`src/rtl/spi_route_ctrl_if.sv`:
```
// spi_route_ctrl_if: host-side and target-side SPI, CRESET, CDONE/INT and
// status signals of the CPLD router, bundled for one port connection.
//   slave  : the router (consumes host/target inputs, drives routed outputs)
//   master : the surrounding host/target environment
interface spi_route_ctrl_if #(
  parameter int unsigned N_CH  = 4,
  parameter int unsigned SEL_W = 2
) ();

  logic              FPGA_SPI_CLK_IN;
  logic              FPGA_SPI_MOSI_IN;
  logic              FPGA_SPI_NSS_IN;
  logic              FPGA_SPI_MISO_OUT;
  logic [SEL_W-1:0]  FPGA_SEL_IN;
  logic [N_CH-1:0]   FPGA_SPI_CLK_OUT;
  logic [N_CH-1:0]   FPGA_SPI_MOSI_OUT;
  logic [N_CH-1:0]   FPGA_SPI_NSS_OUT;
  logic [N_CH-1:0]   FPGA_SPI_MISO_IN;
  logic [N_CH-1:0]   FPGA_SPI_INT_IN;
  logic              FPGA_SPI_INT_OUT;
  logic              FPGA_CRESET_REQ_IN;
  logic [N_CH-1:0]   FPGA_CRESET_OUT;
  logic [N_CH-1:0]   FPGA_CDONE_IN;
  logic [N_CH-1:0]   FPGA_CDONE_OUT;
  logic              FPGA_BUSY_OUT;
  logic              FPGA_TIMEOUT_OUT;

  modport slave (
    input  FPGA_SPI_CLK_IN, FPGA_SPI_MOSI_IN, FPGA_SPI_NSS_IN, FPGA_SEL_IN,
           FPGA_SPI_MISO_IN, FPGA_SPI_INT_IN, FPGA_CRESET_REQ_IN, FPGA_CDONE_IN,
    output FPGA_SPI_MISO_OUT, FPGA_SPI_CLK_OUT, FPGA_SPI_MOSI_OUT, FPGA_SPI_NSS_OUT,
           FPGA_SPI_INT_OUT, FPGA_CRESET_OUT, FPGA_CDONE_OUT, FPGA_BUSY_OUT,
           FPGA_TIMEOUT_OUT
  );

  modport master (
    output FPGA_SPI_CLK_IN, FPGA_SPI_MOSI_IN, FPGA_SPI_NSS_IN, FPGA_SEL_IN,
           FPGA_SPI_MISO_IN, FPGA_SPI_INT_IN, FPGA_CRESET_REQ_IN, FPGA_CDONE_IN,
    input  FPGA_SPI_MISO_OUT, FPGA_SPI_CLK_OUT, FPGA_SPI_MOSI_OUT, FPGA_SPI_NSS_OUT,
           FPGA_SPI_INT_OUT, FPGA_CRESET_OUT, FPGA_CDONE_OUT, FPGA_BUSY_OUT,
           FPGA_TIMEOUT_OUT
  );

endinterface

```
`src/rtl/spi_route_ctrl.sv`:
```
// spi_route_ctrl: routes one host SPI port to one of N_CH FPGA targets.
// The target is chosen by SEL latched when the synchronised NSS goes low;
// routing opens after SETUP_CYC cycles, closes on NSS release or on the
// activity timeout. Also generates per-channel CRESET pulses on host request
// and synchronises CDONE/INT.
// Ports:
//   SYS_CLK_IN  system clock
//   SYS_RST_IN  asynchronous reset, active-high
//   bus         spi_route_ctrl_if.slave (host SPI, per-target SPI, CRESET,
//               CDONE, INT, BUSY and TIMEOUT status)
module spi_route_ctrl #(
  parameter int unsigned N_CH        = 4,
  parameter int unsigned SEL_W       = 2,
  parameter int unsigned SETUP_CYC   = 4,
  parameter int unsigned TIMEOUT_CYC = 65535,
  parameter int unsigned CRESET_CYC  = 200,
  parameter int unsigned CNT_W       = 16
) (
  input logic             SYS_CLK_IN,
  input logic             SYS_RST_IN,
  spi_route_ctrl_if.slave bus
);

  typedef enum logic [2:0] {
    ST_IDLE,
    ST_ARM,
    ST_ACTIVE,
    ST_REJECT,
    ST_TOUT
  } state_e;

  state_e            state_q, state_d;
  logic [CNT_W-1:0]  cnt_q, cnt_d;
  logic [CNT_W-1:0]  crst_cnt_q, crst_cnt_d;
  logic [SEL_W-1:0]  sel_q, sel_d;
  logic [N_CH-1:0]   creset_q, creset_d;
  logic [N_CH-1:0]   nss_out_q, nss_out_d;
  logic              timeout_q, timeout_d;
  logic              busy_q, busy_d;

  // Two-flop synchronisers plus the REQ edge detector history.
  logic              nss_m_q, nss_s_q;
  logic              req_m_q, req_s_q, req_prev_q;
  logic [N_CH-1:0]   int_m_q, int_s_q;
  logic [N_CH-1:0]   cdone_m_q, cdone_s_q;

  logic              sel_in_valid_c;
  logic              crst_run_c;
  logic              req_rise_c;
  logic [N_CH-1:0]   route_hot_c;

  assign sel_in_valid_c = (32'(bus.FPGA_SEL_IN) < N_CH);
  // A pulse is running whenever any CRESET line is held low.
  assign crst_run_c     = (creset_q != '1);
  assign req_rise_c     = req_s_q & ~req_prev_q;

  // State, counters and registered outputs.
  always_ff @(posedge SYS_CLK_IN or posedge SYS_RST_IN) begin
    if (SYS_RST_IN) begin
      state_q    <= ST_IDLE;
      cnt_q      <= '0;
      crst_cnt_q <= '0;
      sel_q      <= '0;
      creset_q   <= '1;
      nss_out_q  <= '1;
      timeout_q  <= 1'b0;
      busy_q     <= 1'b0;
      nss_m_q    <= 1'b1;
      nss_s_q    <= 1'b1;
      req_m_q    <= 1'b0;
      req_s_q    <= 1'b0;
      req_prev_q <= 1'b0;
      int_m_q    <= '0;
      int_s_q    <= '0;
      cdone_m_q  <= '0;
      cdone_s_q  <= '0;
    end else begin
      state_q    <= state_d;
      cnt_q      <= cnt_d;
      crst_cnt_q <= crst_cnt_d;
      sel_q      <= sel_d;
      creset_q   <= creset_d;
      nss_out_q  <= nss_out_d;
      timeout_q  <= timeout_d;
      busy_q     <= busy_d;
      nss_m_q    <= bus.FPGA_SPI_NSS_IN;
      nss_s_q    <= nss_m_q;
      req_m_q    <= bus.FPGA_CRESET_REQ_IN;
      req_s_q    <= req_m_q;
      req_prev_q <= req_s_q;
      int_m_q    <= bus.FPGA_SPI_INT_IN;
      int_s_q    <= int_m_q;
      cdone_m_q  <= bus.FPGA_CDONE_IN;
      cdone_s_q  <= cdone_m_q;
    end
  end

  // Next-state: CRESET pulse generator and routing FSM.
  always_comb begin
    state_d    = state_q;
    cnt_d      = cnt_q;
    crst_cnt_d = crst_cnt_q;
    sel_d      = sel_q;
    creset_d   = creset_q;
    timeout_d  = timeout_q;

    // Requests are only honoured from a quiet IDLE; anything else is dropped.
    if (crst_run_c) begin
      if (crst_cnt_q == CNT_W'(CRESET_CYC - 1)) begin
        creset_d   = '1;
        crst_cnt_d = '0;
      end else begin
        crst_cnt_d = crst_cnt_q + CNT_W'(1);
      end
    end else if ((state_q == ST_IDLE) && nss_s_q && req_rise_c && sel_in_valid_c) begin
      creset_d   = ~(N_CH'(1) << bus.FPGA_SEL_IN);
      crst_cnt_d = '0;
    end

    case (state_q)
      ST_IDLE: begin
        // NSS assertion waits for a running CRESET pulse to finish.
        if (!nss_s_q && !crst_run_c) begin
          sel_d     = bus.FPGA_SEL_IN;
          timeout_d = 1'b0;
          cnt_d     = '0;
          state_d   = sel_in_valid_c ? ST_ARM : ST_REJECT;
        end
      end
      ST_ARM: begin
        if (nss_s_q) begin
          state_d = ST_IDLE;
          cnt_d   = '0;
        end else if (cnt_q == CNT_W'(SETUP_CYC - 1)) begin
          state_d = ST_ACTIVE;
          cnt_d   = '0;
        end else begin
          cnt_d = cnt_q + CNT_W'(1);
        end
      end
      ST_ACTIVE: begin
        if (nss_s_q) begin
          state_d = ST_IDLE;
          cnt_d   = '0;
        end else if ((TIMEOUT_CYC != 0) && (cnt_q == CNT_W'(TIMEOUT_CYC - 1))) begin
          state_d   = ST_TOUT;
          timeout_d = 1'b1;
          cnt_d     = '0;
        end else begin
          cnt_d = cnt_q + CNT_W'(1);
        end
      end
      ST_REJECT, ST_TOUT: begin
        if (nss_s_q) begin
          state_d = ST_IDLE;
        end
      end
      default: state_d = ST_IDLE;
    endcase
  end

  // Registered NSS and BUSY follow the next state so they switch on the transition edge.
  always_comb begin
    nss_out_d = '1;
    if (state_d == ST_ACTIVE) begin
      nss_out_d = ~(N_CH'(1) << sel_d);
    end
    busy_d = (state_d != ST_IDLE) || (creset_d != '1);
  end

  // Combinational data path, open only in ACTIVE.
  assign route_hot_c = (state_q == ST_ACTIVE) ? (N_CH'(1) << sel_q) : '0;

  assign bus.FPGA_SPI_CLK_OUT  = {N_CH{bus.FPGA_SPI_CLK_IN}} & route_hot_c;
  assign bus.FPGA_SPI_MOSI_OUT = {N_CH{bus.FPGA_SPI_MOSI_IN}} & route_hot_c;
  assign bus.FPGA_SPI_MISO_OUT = |(bus.FPGA_SPI_MISO_IN & route_hot_c);
  assign bus.FPGA_SPI_NSS_OUT  = nss_out_q;
  assign bus.FPGA_CRESET_OUT   = creset_q;
  assign bus.FPGA_SPI_INT_OUT  = |int_s_q;
  assign bus.FPGA_CDONE_OUT    = cdone_s_q;
  assign bus.FPGA_BUSY_OUT     = busy_q;
  assign bus.FPGA_TIMEOUT_OUT  = timeout_q;

endmodule

```
`src/flat_wrapper.sv`:
```
// flat-port wrapper written by rule: the top's interface ports become plain ports
module spi_route_ctrl_flat 
#(
  parameter int unsigned N_CH        = 4,
  parameter int unsigned SEL_W       = 2,
  parameter int unsigned SETUP_CYC   = 4,
  parameter int unsigned TIMEOUT_CYC = 65535,
  parameter int unsigned CRESET_CYC  = 200,
  parameter int unsigned CNT_W       = 16
)
  (SYS_CLK_IN, SYS_RST_IN, bus_FPGA_SPI_CLK_IN, bus_FPGA_SPI_MOSI_IN, bus_FPGA_SPI_NSS_IN, bus_FPGA_SEL_IN, bus_FPGA_SPI_MISO_IN, bus_FPGA_SPI_INT_IN, bus_FPGA_CRESET_REQ_IN, bus_FPGA_CDONE_IN, bus_FPGA_SPI_MISO_OUT, bus_FPGA_SPI_CLK_OUT, bus_FPGA_SPI_MOSI_OUT, bus_FPGA_SPI_NSS_OUT, bus_FPGA_SPI_INT_OUT, bus_FPGA_CRESET_OUT, bus_FPGA_CDONE_OUT, bus_FPGA_BUSY_OUT, bus_FPGA_TIMEOUT_OUT);
  spi_route_ctrl_if #(.N_CH(N_CH), .SEL_W(SEL_W)) bus_i ();
  input logic SYS_CLK_IN;
  input logic SYS_RST_IN;
  input wire logic [$bits(bus_i.FPGA_SPI_CLK_IN)-1:0] bus_FPGA_SPI_CLK_IN;
  input wire logic [$bits(bus_i.FPGA_SPI_MOSI_IN)-1:0] bus_FPGA_SPI_MOSI_IN;
  input wire logic [$bits(bus_i.FPGA_SPI_NSS_IN)-1:0] bus_FPGA_SPI_NSS_IN;
  input wire logic [$bits(bus_i.FPGA_SEL_IN)-1:0] bus_FPGA_SEL_IN;
  input wire logic [$bits(bus_i.FPGA_SPI_MISO_IN)-1:0] bus_FPGA_SPI_MISO_IN;
  input wire logic [$bits(bus_i.FPGA_SPI_INT_IN)-1:0] bus_FPGA_SPI_INT_IN;
  input wire logic [$bits(bus_i.FPGA_CRESET_REQ_IN)-1:0] bus_FPGA_CRESET_REQ_IN;
  input wire logic [$bits(bus_i.FPGA_CDONE_IN)-1:0] bus_FPGA_CDONE_IN;
  output wire logic [$bits(bus_i.FPGA_SPI_MISO_OUT)-1:0] bus_FPGA_SPI_MISO_OUT;
  output wire logic [$bits(bus_i.FPGA_SPI_CLK_OUT)-1:0] bus_FPGA_SPI_CLK_OUT;
  output wire logic [$bits(bus_i.FPGA_SPI_MOSI_OUT)-1:0] bus_FPGA_SPI_MOSI_OUT;
  output wire logic [$bits(bus_i.FPGA_SPI_NSS_OUT)-1:0] bus_FPGA_SPI_NSS_OUT;
  output wire logic [$bits(bus_i.FPGA_SPI_INT_OUT)-1:0] bus_FPGA_SPI_INT_OUT;
  output wire logic [$bits(bus_i.FPGA_CRESET_OUT)-1:0] bus_FPGA_CRESET_OUT;
  output wire logic [$bits(bus_i.FPGA_CDONE_OUT)-1:0] bus_FPGA_CDONE_OUT;
  output wire logic [$bits(bus_i.FPGA_BUSY_OUT)-1:0] bus_FPGA_BUSY_OUT;
  output wire logic [$bits(bus_i.FPGA_TIMEOUT_OUT)-1:0] bus_FPGA_TIMEOUT_OUT;
  assign bus_i.FPGA_SPI_CLK_IN = bus_FPGA_SPI_CLK_IN;
  assign bus_i.FPGA_SPI_MOSI_IN = bus_FPGA_SPI_MOSI_IN;
  assign bus_i.FPGA_SPI_NSS_IN = bus_FPGA_SPI_NSS_IN;
  assign bus_i.FPGA_SEL_IN = bus_FPGA_SEL_IN;
  assign bus_i.FPGA_SPI_MISO_IN = bus_FPGA_SPI_MISO_IN;
  assign bus_i.FPGA_SPI_INT_IN = bus_FPGA_SPI_INT_IN;
  assign bus_i.FPGA_CRESET_REQ_IN = bus_FPGA_CRESET_REQ_IN;
  assign bus_i.FPGA_CDONE_IN = bus_FPGA_CDONE_IN;
  assign bus_FPGA_SPI_MISO_OUT = bus_i.FPGA_SPI_MISO_OUT;
  assign bus_FPGA_SPI_CLK_OUT = bus_i.FPGA_SPI_CLK_OUT;
  assign bus_FPGA_SPI_MOSI_OUT = bus_i.FPGA_SPI_MOSI_OUT;
  assign bus_FPGA_SPI_NSS_OUT = bus_i.FPGA_SPI_NSS_OUT;
  assign bus_FPGA_SPI_INT_OUT = bus_i.FPGA_SPI_INT_OUT;
  assign bus_FPGA_CRESET_OUT = bus_i.FPGA_CRESET_OUT;
  assign bus_FPGA_CDONE_OUT = bus_i.FPGA_CDONE_OUT;
  assign bus_FPGA_BUSY_OUT = bus_i.FPGA_BUSY_OUT;
  assign bus_FPGA_TIMEOUT_OUT = bus_i.FPGA_TIMEOUT_OUT;
  spi_route_ctrl #(.N_CH(N_CH), .SEL_W(SEL_W), .SETUP_CYC(SETUP_CYC), .TIMEOUT_CYC(TIMEOUT_CYC), .CRESET_CYC(CRESET_CYC), .CNT_W(CNT_W)) u_core (.SYS_CLK_IN(SYS_CLK_IN), .SYS_RST_IN(SYS_RST_IN), .bus(bus_i));
endmodule
```
`config.mk`:
```
export PLATFORM = sky130hd
export DESIGN_NAME = spi_route_ctrl_flat
export DESIGN_NICKNAME = d
export VERILOG_FILES = /design/src/rtl/spi_route_ctrl_if.sv /design/src/rtl/spi_route_ctrl.sv /design/src/flat_wrapper.sv
export SDC_FILE = /design/constraint.sdc
export NUM_CORES = 1
export LEC_CHECK = 0
export BUFFER_PORTS_ARGS = -buffer_cell sky130_fd_sc_hd__buf_2
export CORE_MARGIN = 10
export CORE_UTILIZATION = 49
export DETAILED_ROUTE_END_ITERATION = 8
export PLACE_DENSITY = 0.66
export RECOVER_POWER = 50
export SYNTH_ARGS = -nofsm -noshare
export SYNTH_HDL_FRONTEND = slang
export SYNTH_SLANG_ARGS = --single-unit
export TNS_END_PERCENT = 1
```
`constraint.sdc`:
```
create_clock -name SYS_CLK_IN -period 2.8 [get_ports SYS_CLK_IN]
set_input_delay 0.7 -clock SYS_CLK_IN [delete_from_list [all_inputs] [get_ports SYS_CLK_IN]]
set_output_delay 0.7 -clock SYS_CLK_IN [all_outputs]
set_load 0.01 [all_outputs]
```
; Word-level counts from Yosys, hierarchy flattened
; Index checks and enable logic that the tools add are counted.
[classes]
addsub = 2
eq_ne = 13
n_shift = 3
n_mux = 27
n_bitwise = 7
reduce_logical = 16
[ops]
columns = op, count
row1 = $mux W16, 8
row2 = $pmux W16 S3, 1
row3 = $add A16 B1 Y16 const B, 2
row4 = $mux W4, 5
row5 = $mux W3, 6
row6 = $eq A16 B16 Y1 const B, 1
row7 = $eq A16 B2 Y1 const B, 1
row8 = $eq A16 B8 Y1 const B, 1
row9 = $and A4 B4 Y4, 3
row10 = $pmux W3 S4, 1
row11 = $shl A1 B2 Y4 const A, 3
row12 = $eq A3 B2 Y1 const B, 3
row13 = $ne A4 B4 Y1 const B, 2
row14 = $not A4 Y4, 2
row15 = $reduce_or A4 Y1, 2
row16 = $reduce_bool A3 Y1, 2
row17 = $mux W2, 2
row18 = $ne A2 B2 Y1 const B, 2
row19 = $reduce_and A4 Y1, 1
row20 = $reduce_bool A2 Y1, 2
row21 = $eq A3 B1 Y1 const B, 1
row22 = $eq A3 B3 Y1 const B, 1
row23 = $logic_and A1 B1 Y1, 3
row24 = $logic_not A3 Y1, 1
row25 = 9 further kinds, 12
[totals]
register_bits = 68
input_bits = 20
output_inout_bits = 24
word_cells = 85

; Logic depth before layout (Yosys ltp)
; Gate-level depths: netlist (run 1).
[logic_depth]
word_depth = 8
depth_mapped = 8
depth_no_buf = 7

; Worst setup path after synthesis (run 1)
; No wires, ideal clock.
[synth_path]
path_type = flip-flop to flip-flop
from = register u_core.crst_cnt_q[4]
to = register u_core.busy_q (netlist: u_core.bus.FPGA_BUSY_OUT)
setup_time_ns = 0.139
arrival_time_ns = 1.942
required_ns = 2.661
slack_ns = 0.719
path_stages_with_launch = 5
path_buffers = 0
period_less_slack_ns = 2.081
cell_sequence = dfrtp_1 > or4b_1 > nor4_4 > a21oi_1 > or4_1
[synth_between]
elab_chain_len = 5
[synth_lines]
columns = element, line_no
row1 = start: declaration, spi_route_ctrl.sv:34  ; logic [CNT_W-1:0] crst_cnt_q, crst_cnt_d;
row2 = start signal: assignment, spi_route_ctrl.sv:80  ; crst_cnt_q <= crst_cnt_d;
row3 = $eq A16 B8 Y1, spi_route_ctrl.sv:109  ; if (crst_cnt_q == CNT_W'(CRESET_CYC - 1)) begin
row4 = $mux W4, spi_route_ctrl.sv:109
row5 = $mux W4, spi_route_ctrl.sv:108  ; if (crst_run_c) begin
row6 = $ne A4 B4 Y1, spi_route_ctrl.sv:168  ; busy_d = (state_d != ST_IDLE) || (creset_d != '1);
row7 = $logic_or A1 B1 Y1, spi_route_ctrl.sv:168
row8 = named net u_core.busy_d, spi_route_ctrl.sv:39  ; logic busy_q, busy_d;
row9 = end signal: assignment, spi_route_ctrl.sv:85  ; busy_q <= busy_d;
row10 = end: declaration, spi_route_ctrl.sv:39
; The timed path passes the listed nets, and every way through them passes these cells.
; A chain may end at the register's enable or synchronous reset.

; Final worst setup path (run 1)
[layout_path]
from = register u_core.state_q[1]
to = output bus_FPGA_SPI_CLK_OUT[2]
[layout_between]
elab_chain_len = 3
[layout_lines]
columns = element, line_no
row1 = start: declaration, spi_route_ctrl.sv:32  ; state_e state_q, state_d;
row2 = start signal: assignment, spi_route_ctrl.sv:78  ; state_q <= state_d;
row3 = $eq A3 B2 Y1, spi_route_ctrl.sv:172  ; assign route_hot_c = (state_q == ST_ACTIVE) ? (N_CH'(1) << sel_q) : '0;
row4 = $mux W4, spi_route_ctrl.sv:172
row5 = $and A4 B4 Y4, spi_route_ctrl.sv:174  ; assign bus.FPGA_SPI_CLK_OUT = {N_CH{bus.FPGA_SPI_CLK_IN}} & route_hot_c;
row6 = end: declaration, flat_wrapper.sv:24  ; output wire logic [$bits(bus_i.FPGA_SPI_CLK_OUT)-1:0] bus_FPGA_SPI_CLK_OUT;
; No other way between the ends.

==> summary.txt, run 1 <==
outcome: finished, final reports clean
register area: 1714 um^2
cts repair resizes: 0
Critical Path AT: 1.65 ns
Die ar.: 9995 um^2
input/output buffers: 43
I/O Pins: 44
top-area cell type share of the netlist area: 0.4631
Max transition margin: 0.3368
clock root buffer: clkbuf_8
cts hold-fix bufs: 0
Fillers: 560
Layout Nets: 385
vias per cell: 5.529
initial antenna violation count: 0
TritonCTS buffer count: 9
max-capacitance violation count: 0
multi-input logic area: 1328 um^2
first-pass GRT wire length: 11.29 mm
Final Wtd Congestion: 0.9074
Site Rows: 29
Detail Route Antenna Nets: 0
switch share: 0.2306
final setup violation count: 0
CTS tree: yes
cell area after synthesis: 3134 um^2
CP max stage cell: dfrtp_1
share of layout cells above drive strength 1: 0.2207
maximum VDD drop: 0.0003412 V
HP Class: register to register
worst path cell trace: nor3b_1, nand2b_1, nor2_1, buf_2
Crit Path Class: register to primary output
DPL Wire Length: 4.632 mm
grt total ovfl: 0
Mapped Nets: 336
FF+latch count, synth: 68
core box area: 6277 um^2
crit-path max cell delay: 0.49 ns
CTS Sinks: 68
DR WL/cell: 14.62 um
DRC errors left: 0
crit-path max FO: 9
vias in the first global route: 2419
CTS clock-pin slew for the worst setup and hold paths: 0.07 ns
Final period util: 0.8405
Seq pwr share: 0.531
crit end category: primary output
power per cell area: 525.0 nW/um^2
sequential area share after synthesis: 0.5469
RSZ-0062 raised after global routing: false
Yosys cell types: 51
setup bufs post-CTS: 0
drt initial violations: 181
Max Freq: 424.9 MHz
post-route cell area: 3623 um^2
main flop type after synthesis: dfrtp_1
Die Ht: 99.98 um
largest net degree at the start of global routing: 41
Psw: 438.7 uW
All-Layer GR Usage: 0.1360
Finished Core Util: 0.5772
combinational power share: 0.029
post-synth top area cell: dfrtp_1
clk_lat worst skew: 0.34 ns
Setup crit start kind: register
leading post-synthesis cells by cell area: dfrtp_1 46%, dfstp_2 8.4%, nand2_1 4.6%, nor2_1 4.2%, o21ai_0 3.5%
Worst Max-Slew Pin Slew: 0.9937 ns
Clock power frac: 0.440
average cell area after synthesis: 10.01 um^2
diodes inserted: 0
Area Overhead vs Synth: 15.61%
Pwr Total: 1902 uW
CTS H-tree lvls: 3
effective utilization at floorplan: 0.4993
Total Routed Length: 6.492 mm
Clock Path Buffers: 2
Hold Fails Final Rpt: 0
Die Span X: 99.98 um
asr flop ratio synth: 1.000
Post-DP Area: 3430 um^2
internal power: 1464 uW
Leak: 0.001574 uW
EDFF count, synth: 0
setup tns final: 0 ns
via count: 2455
Mapped Cells: 313
Max Slew Vio Count: 0
worst path required time: 2.10 ns
synth warn: 0
Pre-antenna DRT Iters: 4
fin crit period: 2.353 ns
Final Skew: 0.006399 ns
==> metrics by stage <==
stage / std cells / hold WS [ns] / setup WS (ns)
floorplan: 313 / 0.3312 / 0.4050
global placement: 428 / 0.3324 / 0.5294
detailed placement: 428 / 0.3355 / 0.5338
CTS: 444 / 0.3534 / 0.4274
global route: 444 / 0.3582 / 0.3021
finish: 444 / 0.3512 / 0.4466
==> logic make-up (layout without fill, tap and decap cells) <==
group,count (synthesis),count (layout),synth area share
simple gates,150,150,0.2519
flops,68,68,0.5469
compound gates,61,61,0.1214
buf+inv,19,73,0.02954
xor+xnor,10,10,0.02795
fa+ha+maj,3,3,0.01198
mux,2,2,0.01038
==> sequential cells by signal (all words and copies together) (netlist names) <==
name                         cells
u_core.cdone_m_q                 4
u_core.bus.FPGA_BUSY_OUT         1
u_core.bus.FPGA_CRESET_OUT       4
u_core.bus.FPGA_SPI_NSS_OUT      4
u_core.bus.FPGA_TIMEOUT_OUT      1
u_core.int_m_q                   4
u_core.sel_q                     2
u_core.nss_m_q                   1
u_core.state_q                   3
u_core.int_s_q                   4
u_core.bus.FPGA_CDONE_OUT        4
u_core.crst_cnt_q               16
u_core.req_m_q                   1
u_core.cnt_q                    16
u_core.req_s_q                   1
u_core.req_prev_q                1
u_core.nss_s_q                   1
==> cell usage in the layout (no fill, tap or decap), types with 5 or more instances in the layout <==
| master | instances |
|---|---|
| dfstp_2 | 10 |
| a21oi_1 | 16 |
| nand2_1 | 38 |
| nand4_1 | 8 |
| inv_1 | 11 |
| xnor2_1 | 7 |
| nor2_1 | 35 |
| nand3_1 | 14 |
| o21ai_0 | 22 |
| or4_1 | 5 |
| and2_1 | 5 |
| nor4_1 | 6 |
| nor3_1 | 12 |
| dfrtp_1 | 58 |
| buf_2 | 43 |
| a22o_1 | 5 |
| clkbuf_8 | 10 |
==> critical path, delay by kind of cell (launching register included) <==
kind          cells  cell delay [ns]
simple gates      3             0.68
flops             1             0.49
buf+inv           1             0.14
==> synth_stat cells, drive strengths merged (2+ instances only) <==
library cell,n
nand2b,4
nor4,7
o32a,4
and2,7
dfstp,10
xor2,3
xnor2,7
nand3,14
or3,2
nor2,36
or4,5
dfrtp,58
nor3b,3
nor3,12
buf,3
nand2,38
a21oi,16
a22o,5
or2,3
o21ai,22
clkbuf,5
ha,3
inv,11
and4,4
a21o,3
a31oi,4
nand4,9
==> power groups by stage <==
stage / sequential (uW) / clock, uW / combinational (uW)
after floorplan: 1030 / 0 / 27.9
after global placement: 1030 / 0 / 59.3
after detailed placement: 1030 / 0 / 60.6
after CTS: 1010 / 856 / 60.9
after global routing: 1010 / 898 / 65.0
final: 1010 / 837 / 55.2
==> layer usage <==
metal  wire length [um]  global-route usage  vias up
met5                  0                   0        -
met4                 86             0.04783        0
met3                489             0.05563        9
met2               2862              0.2001       60
met1               3054              0.1766     1170
li1                   -                   -     1216
==> area by class of cell <==
| class | instances | share of cell area |
|---|---|---|
| Clock buffer | 10 | 0.03798 |
| Clock inverter | 6 | 0.01968 |
| Sequential cell | 68 | 0.4731 |
| Multi-Input combinational cell | 226 | 0.3664 |
| Inverter | 11 | 0.01140 |
| Tap cell | 77 | 0.02659 |
| Timing Repair Buffer | 46 | 0.06492 |
==> worst paths after layout <==
kind / slack, ns / end / depth (start not counted) / start
min reg2reg: 0.35 / u_core.bus.FPGA_CDONE_OUT[0] / 0 / u_core.cdone_m_q[0]
max: 0.45 / bus_FPGA_SPI_CLK_OUT[2] / 4 / u_core.state_q[1]
max in group asynchronous: 0.70 / u_core.cnt_q[9] / 3 / SYS_RST_IN
min: 0.35 / u_core.bus.FPGA_CDONE_OUT[0] / 0 / u_core.cdone_m_q[0]
min in group asynchronous: 0.58 / u_core.bus.FPGA_CDONE_OUT[3] / 2 / SYS_RST_IN
max reg2reg: 0.50 / u_core.bus.FPGA_BUSY_OUT / 5 / u_core.crst_cnt_q[4]
Power figures use the tool's default switching activity.
==> inputs of run 2 (changes only) <==
ABC_AREA = 1   (was unset)
PLACE_DENSITY = 0.68   (was 0.66)
clock period = 2 ns   (was 2.8 ns; I/O delays follow)
==> summary.txt, run 2 <==
outcome: finished, violations left
violated checks: setup timing
crit-path max FO: 4 (-5)
Leak: 0.002029 uW (+29%)
Post-Synth Adder-Cell Area: 0.01090 (-0.001079)
crit-path max cell delay: 0.41 ns (-0.08 ns)
post-synth top area cell: dfrtp_1
diodes inserted: 0 (unchanged)
Max Freq: 495.3 MHz
effective utilization at floorplan: 0.5042 (+0.004910)
Psw: 609.7 uW (+39%)
most instantiated cells after synthesis: 93 x nand2_1, 64 x inv_1, 61 x nor2_1, 58 x dfrtp_1, 34 x nand3_1
Worst Max-Slew Pin Slew: 1.439 ns (+0.4456 ns)
FF-to-FF End: u_core.cnt_q[10]
first-pass GRT wire length: 13.07 mm (+16%)
I/O Pins: 44 (unchanged)
Crit Path Class: register to primary output
CTS Sinks: 68 (unchanged)
Yosys cell types: 36 (-29%)
WP buf/inv: 2 (+1)
final hold slack: 0.2522 ns (-0.09903 ns)
Clock power frac: 0.470 (+0.030)
switch share: 0.2198 (-0.01080)
via count: 2943 (+20%)
Worst R2R Path Depth: 11 (+6)
power per cell area: 673.0 nW/um^2 (+28%)
sequential area share after synthesis: 0.4976 (-0.04927)
post-synthesis mux area share: 0 (-0.01038)
EDFF count, synth: 0 (unchanged)
core box area: 6832 um^2 (+8.8%)
Max transition margin: 0.04047 (-0.2963)
Max Slew Vio Count: 0 (unchanged)
Pre-antenna DRT Iters: 4 (unchanged)
final setup violation count: 1 (+1)
initial antenna violation count: 0 (unchanged)
Seq pwr share: 0.506 (-0.025)
most common cell after layout, fill and taps aside: nand2_1
internal power: 2164 uW (+48%)
drt initial violations: 158 (-13%)
top-count cell post-synth: nand2_1
Final period util: 1.010
Final Wtd Congestion: 0.8723 (-3.9%)
fin crit period: 2.019 ns
worst path cell trace: nor2_4, nand2_4, inv_4, nand3_4, o22ai_2, a21oi_1, nand2_1, buf_2
combinational power share: 0.024 (-0.005)
Synth Area in Simple Gates: 0.3120 (+0.06013)
Setup crit start kind: register
maximum VDD drop: 0.0005917 V (+73%)
Die Ht: 103.8 um (+3.9%)
final setup margin: -0.01902 ns (-0.4656 ns)
Finished Core Util: 0.6033 (+0.02606)
min-delay src: bus_FPGA_SPI_NSS_IN
cts hold-fix bufs: 0 (unchanged)
Hold Crit Endpoint: u_core.nss_m_q
Area Overhead vs Synth: 19.65%
vias in the first global route: 2893 (+20%)
Hold Path Stages: 1 (+1)
average cell area after synthesis: 8.029 um^2 (-20%)
CTS clock-pin slew for the worst setup and hold paths: 0.07 ns (about the same)
R2R Setup Slk: 0.19 ns (-0.31 ns)
clock root buffer: clkbuf_8
largest family of logic cells by synthesized area: simple AND/OR/NAND/NOR gates
synth warn: 0 (unchanged)
CTS H-tree lvls: 3 (unchanged)
RSZ-0062 raised after global routing: true
TritonCTS buffer count: 9 (unchanged)
reg2reg start: u_core.state_q[2]
max-capacitance violation count: 0 (unchanged)
All-Layer GR Usage: 0.1426 (+0.006631)
most frequent cells in the layout: 92 x nand2_1, 62 x inv_1, 59 x nor2_1, 57 x dfrtp_1, 43 x buf_2
top-area cell type share of the netlist area: 0.4214 (-0.04172)
HP Class: primary input to register
grt total ovfl: 0 (unchanged)
FF+latch count, synth: 68 (unchanged)
Die ar.: 10780 um^2 (+7.9%)
share of layout cells above drive strength 1: 0.2348 (+0.01411)
CTS tree: yes
largest net degree at the start of global routing: 69 (+68%)
DR WL/cell: 13.13 um (-10%)
Critical Path AT: 1.52 ns (-0.13 ns)
Clock Path Buffers: 2 (unchanged)
cell area after synthesis: 3445 um^2 (+9.9%)
Detail Route Antenna Nets: 0 (unchanged)
main flop type after synthesis: dfrtp_1
Site Rows: 30 (+3.4%)
Layout Nets: 512 (+33%)
Total Routed Length: 7.745 mm (+19%)
CP max stage cell: dfrtp_1
XOR/XNOR Fraction of Synth Area: 0.03305 (+0.005111)
Final Skew: 0.01268 ns (+0.006277 ns)
Mapped Cells: 429 (+37%)
vias per cell: 4.988 (-9.8%)
Hold Fails Final Rpt: 0 (unchanged)
DRC errors left: 0 (unchanged)
largest delay contributor family on the critical path: flip-flops
biggest regs: u_core.cnt_q x16, u_core.crst_cnt_q x16
crit end category: primary output
Die Span X: 103.8 um (+3.9%)
Mapped Nets: 452 (+35%)
leading post-synthesis cells by cell area: dfrtp_1 42%, nand2_1 10%, dfstp_2 7.6%, inv_1 7.0%, nor2_1 6.6%
post-synthesis compound-gate area fraction: 0.06175 (-0.05961)
clk_lat worst skew: 0.35 ns (about the same)
DPL Wire Length: 5.406 mm (+17%)
asr flop ratio synth: 1.000 (unchanged)
input/output buffers: 43 (unchanged)
worst path required time: 1.50 ns (-0.60 ns)
==> run 2: per-stage QoR <==
step | area, um^2 | setup TNS (ns) | setup WS, ns | power (uW) | std cells
final | 4121 | -0.01902 | -0.01902 | 2774 | 590
after global placement | 3789 | 0 | 0.2212 | 1503 | 567
after detailed placement | 3789 | 0 | 0.1418 | 1504 | 567
after CTS | 4075 | -0.08136 | -0.05004 | 2811 | 588
after floorplan | 3448 | 0 | 0.3634 | 1462 | 429
after global routing | 4121 | -0.3493 | -0.1129 | 2885 | 590
==> run 2: kinds of logic (layout without fill, tap and decap cells) <==
kind of cell | after synthesis | in the layout
buf+inv | 73 | 138
xor+xnor | 13 | 13
flops | 68 | 68
fa+ha+maj | 3 | 3
compound gates | 38 | 38
simple gates | 234 | 234
==> run 2: worst max path at each step <==
| stage | from | to | depth (start not counted) |
|---|---|---|---|
| 6_report | u_core.state_q[2] | bus_FPGA_SPI_MISO_OUT | 8 |
| 5_1_grt | u_core.state_q[2] | bus_FPGA_SPI_MISO_OUT | 8 |
| 4_1_cts | u_core.state_q[0] | bus_FPGA_SPI_MISO_OUT | 8 |
| 3_5_place_dp | u_core.state_q[0] | bus_FPGA_SPI_MISO_OUT | 8 |
| 3_3_place_gp | u_core.state_q[0] | bus_FPGA_SPI_MISO_OUT | 8 |
| 2_1_floorplan | u_core.state_q[0] | bus_FPGA_SPI_MISO_OUT | 7 |
==> run 2: cell type report <==
cell class	instances	area, um^2
sequential	68	1715
clock inverter	6	95.09
clock buffer	10	137.6
inverter	69	267.8
timing repair buffer	53	286.5
fill	635	2710
tap	96	120.1
multi-input combinational	288	1499
==> run 2: power groups by stage <==
stage | clock [uW] | combinational [uW] | sequential (uW)
finish | 1300 | 67.0 | 1400
floorplan | 0 | 30.9 | 1430
global placement | 0 | 73.2 | 1430
detailed placement | 0 | 73.4 | 1430
CTS | 1330 | 74.3 | 1400
global route | 1400 | 77.6 | 1410
==> run 2: worst register-to-register path, cell delays in order, from the launching register on <==
cell and delay (ns):
dfrtp_1 0.41, buf_4 0.14, buf_4 0.13, inv_1 0.11, nand2_1 0.09, nor2_2 0.14, nand3_4 0.15, nand2_8 0.17
inv_2 0.09, nor3_1 0.17, nand3_1 0.09, nand2_1 0.06
==> run 2: layer usage <==
layer / up-vias / GRT usage / wire length (um) / part of all wire
li1: 1479 / - / - / -
met1: 1355 / 0.1848 / 3704 / 0.48
met2: 93 / 0.2135 / 3464 / 0.45
met3: 16 / 0.05143 / 439 / 0.057
met4: 0 / 0.05169 / 137 / 0.018
met5: - / 0 / 0 / 0
==> run 2: repair_timing <==
item                       in CTS  in global routing
buffers inserted                5                  2
gates resized for setup         6                  9
setup endpoints to repair       9                  9
gates cloned                    0                  0
pin swaps                       2                  2
hold endpoints to repair        0                  0
==> inputs of run 3 (changes only) <==
ABC_AREA = 0   (was 1)
PLACE_DENSITY = 0.69   (was 0.68)
==> summary.txt, run 3 (synthesis results as in run 1) <==
effective utilization at floorplan: 0.4993 (-0.004910)
drt initial violations: 142 (-10%)
Die Span X: 99.98 um (-3.7%)
CTS H-tree lvls: 3 (unchanged)
Layout Nets: 434 (-15%)
Area Overhead vs Synth: 31.02%
Critical Path AT: 2.27 ns (+0.75 ns)
Crit Path Class: register to register
reg2reg start: u_core.cnt_q[0]
non-filler cells, final: 493 (-16%)
final setup violation count: 6 (+5)
Total Routed Length: 7.150 mm (-7.7%)
maximum VDD drop: 0.0005133 V (-13%)
DRC errors left: 0 (unchanged)
Fillers: 522 (-18%)
RSZ-0062 raised after global routing: true
core box area: 6277 um^2 (-8.1%)
Hold Fails Final Rpt: 0 (unchanged)
most frequent cells in the layout: 57 x dfrtp_1, 46 x buf_4, 43 x buf_2, 38 x nand2_1, 33 x nor2_1
Leak: 0.001838 uW (-9.4%)
power per cell area: 667.4 nW/um^2 (-0.83%)
Psw: 600.3 uW (-1.5%)
most common cell after layout, fill and taps aside: dfrtp_1
crit-path max FO: 3 (-1)
via count: 2683 (-8.8%)
cts hold-fix bufs: 0 (unchanged)
vias per cell: 5.442 (+9.1%)
Worst R2R Path Depth: 7 (-4)
Max Freq: 487.7 MHz (-1.5%)
CTS tree: yes
outcome: finished, violations left
Final period util: 1.025 (+0.01575)
All-Layer GR Usage: 0.1493 (+0.006688)
Hold Path Stages: 1 (unchanged)
Seq pwr share: 0.516 (+0.010)
first-pass GRT wire length: 12.16 mm (-7.0%)
Setup crit start kind: register
grt total ovfl: 0 (unchanged)
input/output buffers: 43 (unchanged)
largest net degree at the start of global routing: 30 (-57%)
min-delay src: bus_FPGA_SPI_INT_IN[1]
CTS clock-pin slew for the worst setup and hold paths: 0.07 ns (about the same)
FF-to-FF End: u_core.bus.FPGA_BUSY_OUT
switch share: 0.2190 (-0.0007809)
TritonCTS buffer count: 9 (unchanged)
Worst Max-Slew Pin Slew: 1.055 ns (-0.3840 ns)
combinational power share: 0.029 (+0.005)
clock root buffer: clkbuf_8
Placed Cells: 472 (-17%)
I/O Pins: 44 (unchanged)
Pre-antenna DRT Iters: 4 (unchanged)
violated checks: setup timing
final setup margin: -0.05052 ns (-0.03149 ns)
Final Skew: 0.01227 ns (-0.0004034 ns)
Hold Crit Endpoint: u_core.int_m_q[1]
crit path from: u_core.cnt_q[0]
clk_lat worst skew: 0.35 ns (about the same)
share of layout cells above drive strength 1: 0.3606 (+0.1258)
diodes inserted: 0 (unchanged)
biggest regs: u_core.cnt_q x16, u_core.crst_cnt_q x16
Die ar.: 9995 um^2 (-7.3%)
Detail Route Antenna Nets: 0 (unchanged)
worst path required time: 2.22 ns (+0.72 ns)
DR WL/cell: 14.50 um (+10%)
Site Rows: 29 (-3.3%)
CTS Sinks: 68 (unchanged)
Clock Path Buffers: 2 (unchanged)
vias in the first global route: 2650 (-8.4%)
Max transition margin: 0.2926 (+0.2521)
Max Slew Vio Count: 0 (unchanged)
HP Class: primary input to register
max-capacitance violation count: 0 (unchanged)
crit end category: register
Die Ht: 99.98 um (-3.7%)
internal power: 2140 uW (-1.1%)
Final Wtd Congestion: 0.8697 (-0.30%)
fin crit period: 2.051 ns (+0.03149 ns)
initial antenna violation count: 0 (unchanged)
Clock power frac: 0.454 (-0.016)
R2R Setup Slk: -0.05 ns (-0.24 ns)
final hold slack: 0.2561 ns (+0.003875 ns)
DPL Wire Length: 5.274 mm (-2.4%)
-- run 3: cell count changes in the layout (fill, tap and decap cells not counted), sizes merged, moves of 6 or more --
| cell | change |
|---|---|
| a21oi | +13 |
| and2 | +7 |
| buf | +42 |
| inv | -58 |
| nand2 | -62 |
| nand3 | -22 |
| nor2 | -34 |
| nor4 | +6 |
| o22ai | -6 |
| xnor2 | +6 |
| xor2 | -9 |
-- run 3: repair_timing --
item                                   in CTS  in global routing
pin swaps                                   7                  7
cloned                                      0                  0
setup buffers                               5                  0
endpoints found under the hold margin       0                  0
resized for setup                           8                 26
setup endpoints to repair                  21                 40
-- run 3: cell type report --
| cell class | count | area, um^2 | share of cell area |
|---|---|---|---|
| clock buffer | 9 | 123.9 | 0.03016 |
| clock inverter | 7 | 98.84 | 0.02407 |
| inverter | 11 | 42.54 | 0.01036 |
| multi-input combinational | 226 | 1408 | 0.3428 |
| sequential | 68 | 1715 | 0.4177 |
| tap | 77 | 96.34 | 0.02346 |
| timing repair buffer | 95 | 621.8 | 0.1514 |
-- run 3: worst max path at each step --
stage	to
3_3_place_gp	u_core.bus.FPGA_BUSY_OUT
4_1_cts	bus_FPGA_SPI_CLK_OUT[2]
6_report	u_core.bus.FPGA_BUSY_OUT
2_1_floorplan	u_core.bus.FPGA_BUSY_OUT
3_5_place_dp	u_core.bus.FPGA_BUSY_OUT
5_1_grt	bus_FPGA_SPI_MOSI_OUT[1]
-- run 3: critical path, stage by stage, from the launching register on --
cell,delay [ns]
dfrtp_1,0.36
buf_4,0.13
ha_2,0.17
nor3b_2,0.15
and4_2,0.28
o21ai_0,0.14
and2_1,0.20
or4_1,0.52
-- run 3: metrics by stage --
step / setup slack [ns] / power, uW / instance area [um^2] / util / setup TNS, ns
5_1_grt: -0.1646 / 2852 / 4106 / 0.6542 / -1.680
2_1_floorplan: -0.08100 / 1481 / 3138 / - / -0.4380
6_report: -0.05052 / 2741 / 4106 / 0.6542 / -0.1571
3_3_place_gp: -0.06433 / 1525 / 3764 / 0.5996 / -0.06433
3_5_place_dp: -0.1174 / 1528 / 3764 / 0.5996 / -0.3683
4_1_cts: -0.07753 / 2779 / 4050 / 0.6452 / -0.3117
-- run 3: layer usage --
metal / vias to the layer above / global-route usage / share of wire
met2: 82 / 0.2215 / 0.45
li1: 1314 / - / -
met3: 9 / 0.05426 / 0.071
met5: - / 0 / 0
met4: 0 / 0.05543 / 0.012
met1: 1278 / 0.1955 / 0.46
-- run 3: power by group through the flow --
stage	Combinational, uW	Sequential, uW	Clock [uW]
after CTS	86.8	1410	1280
after floorplan	39.5	1440	0
final	79.8	1420	1250
after global placement	84.7	1440	0
after global routing	94.0	1420	1340
after detailed placement	86.7	1440	0
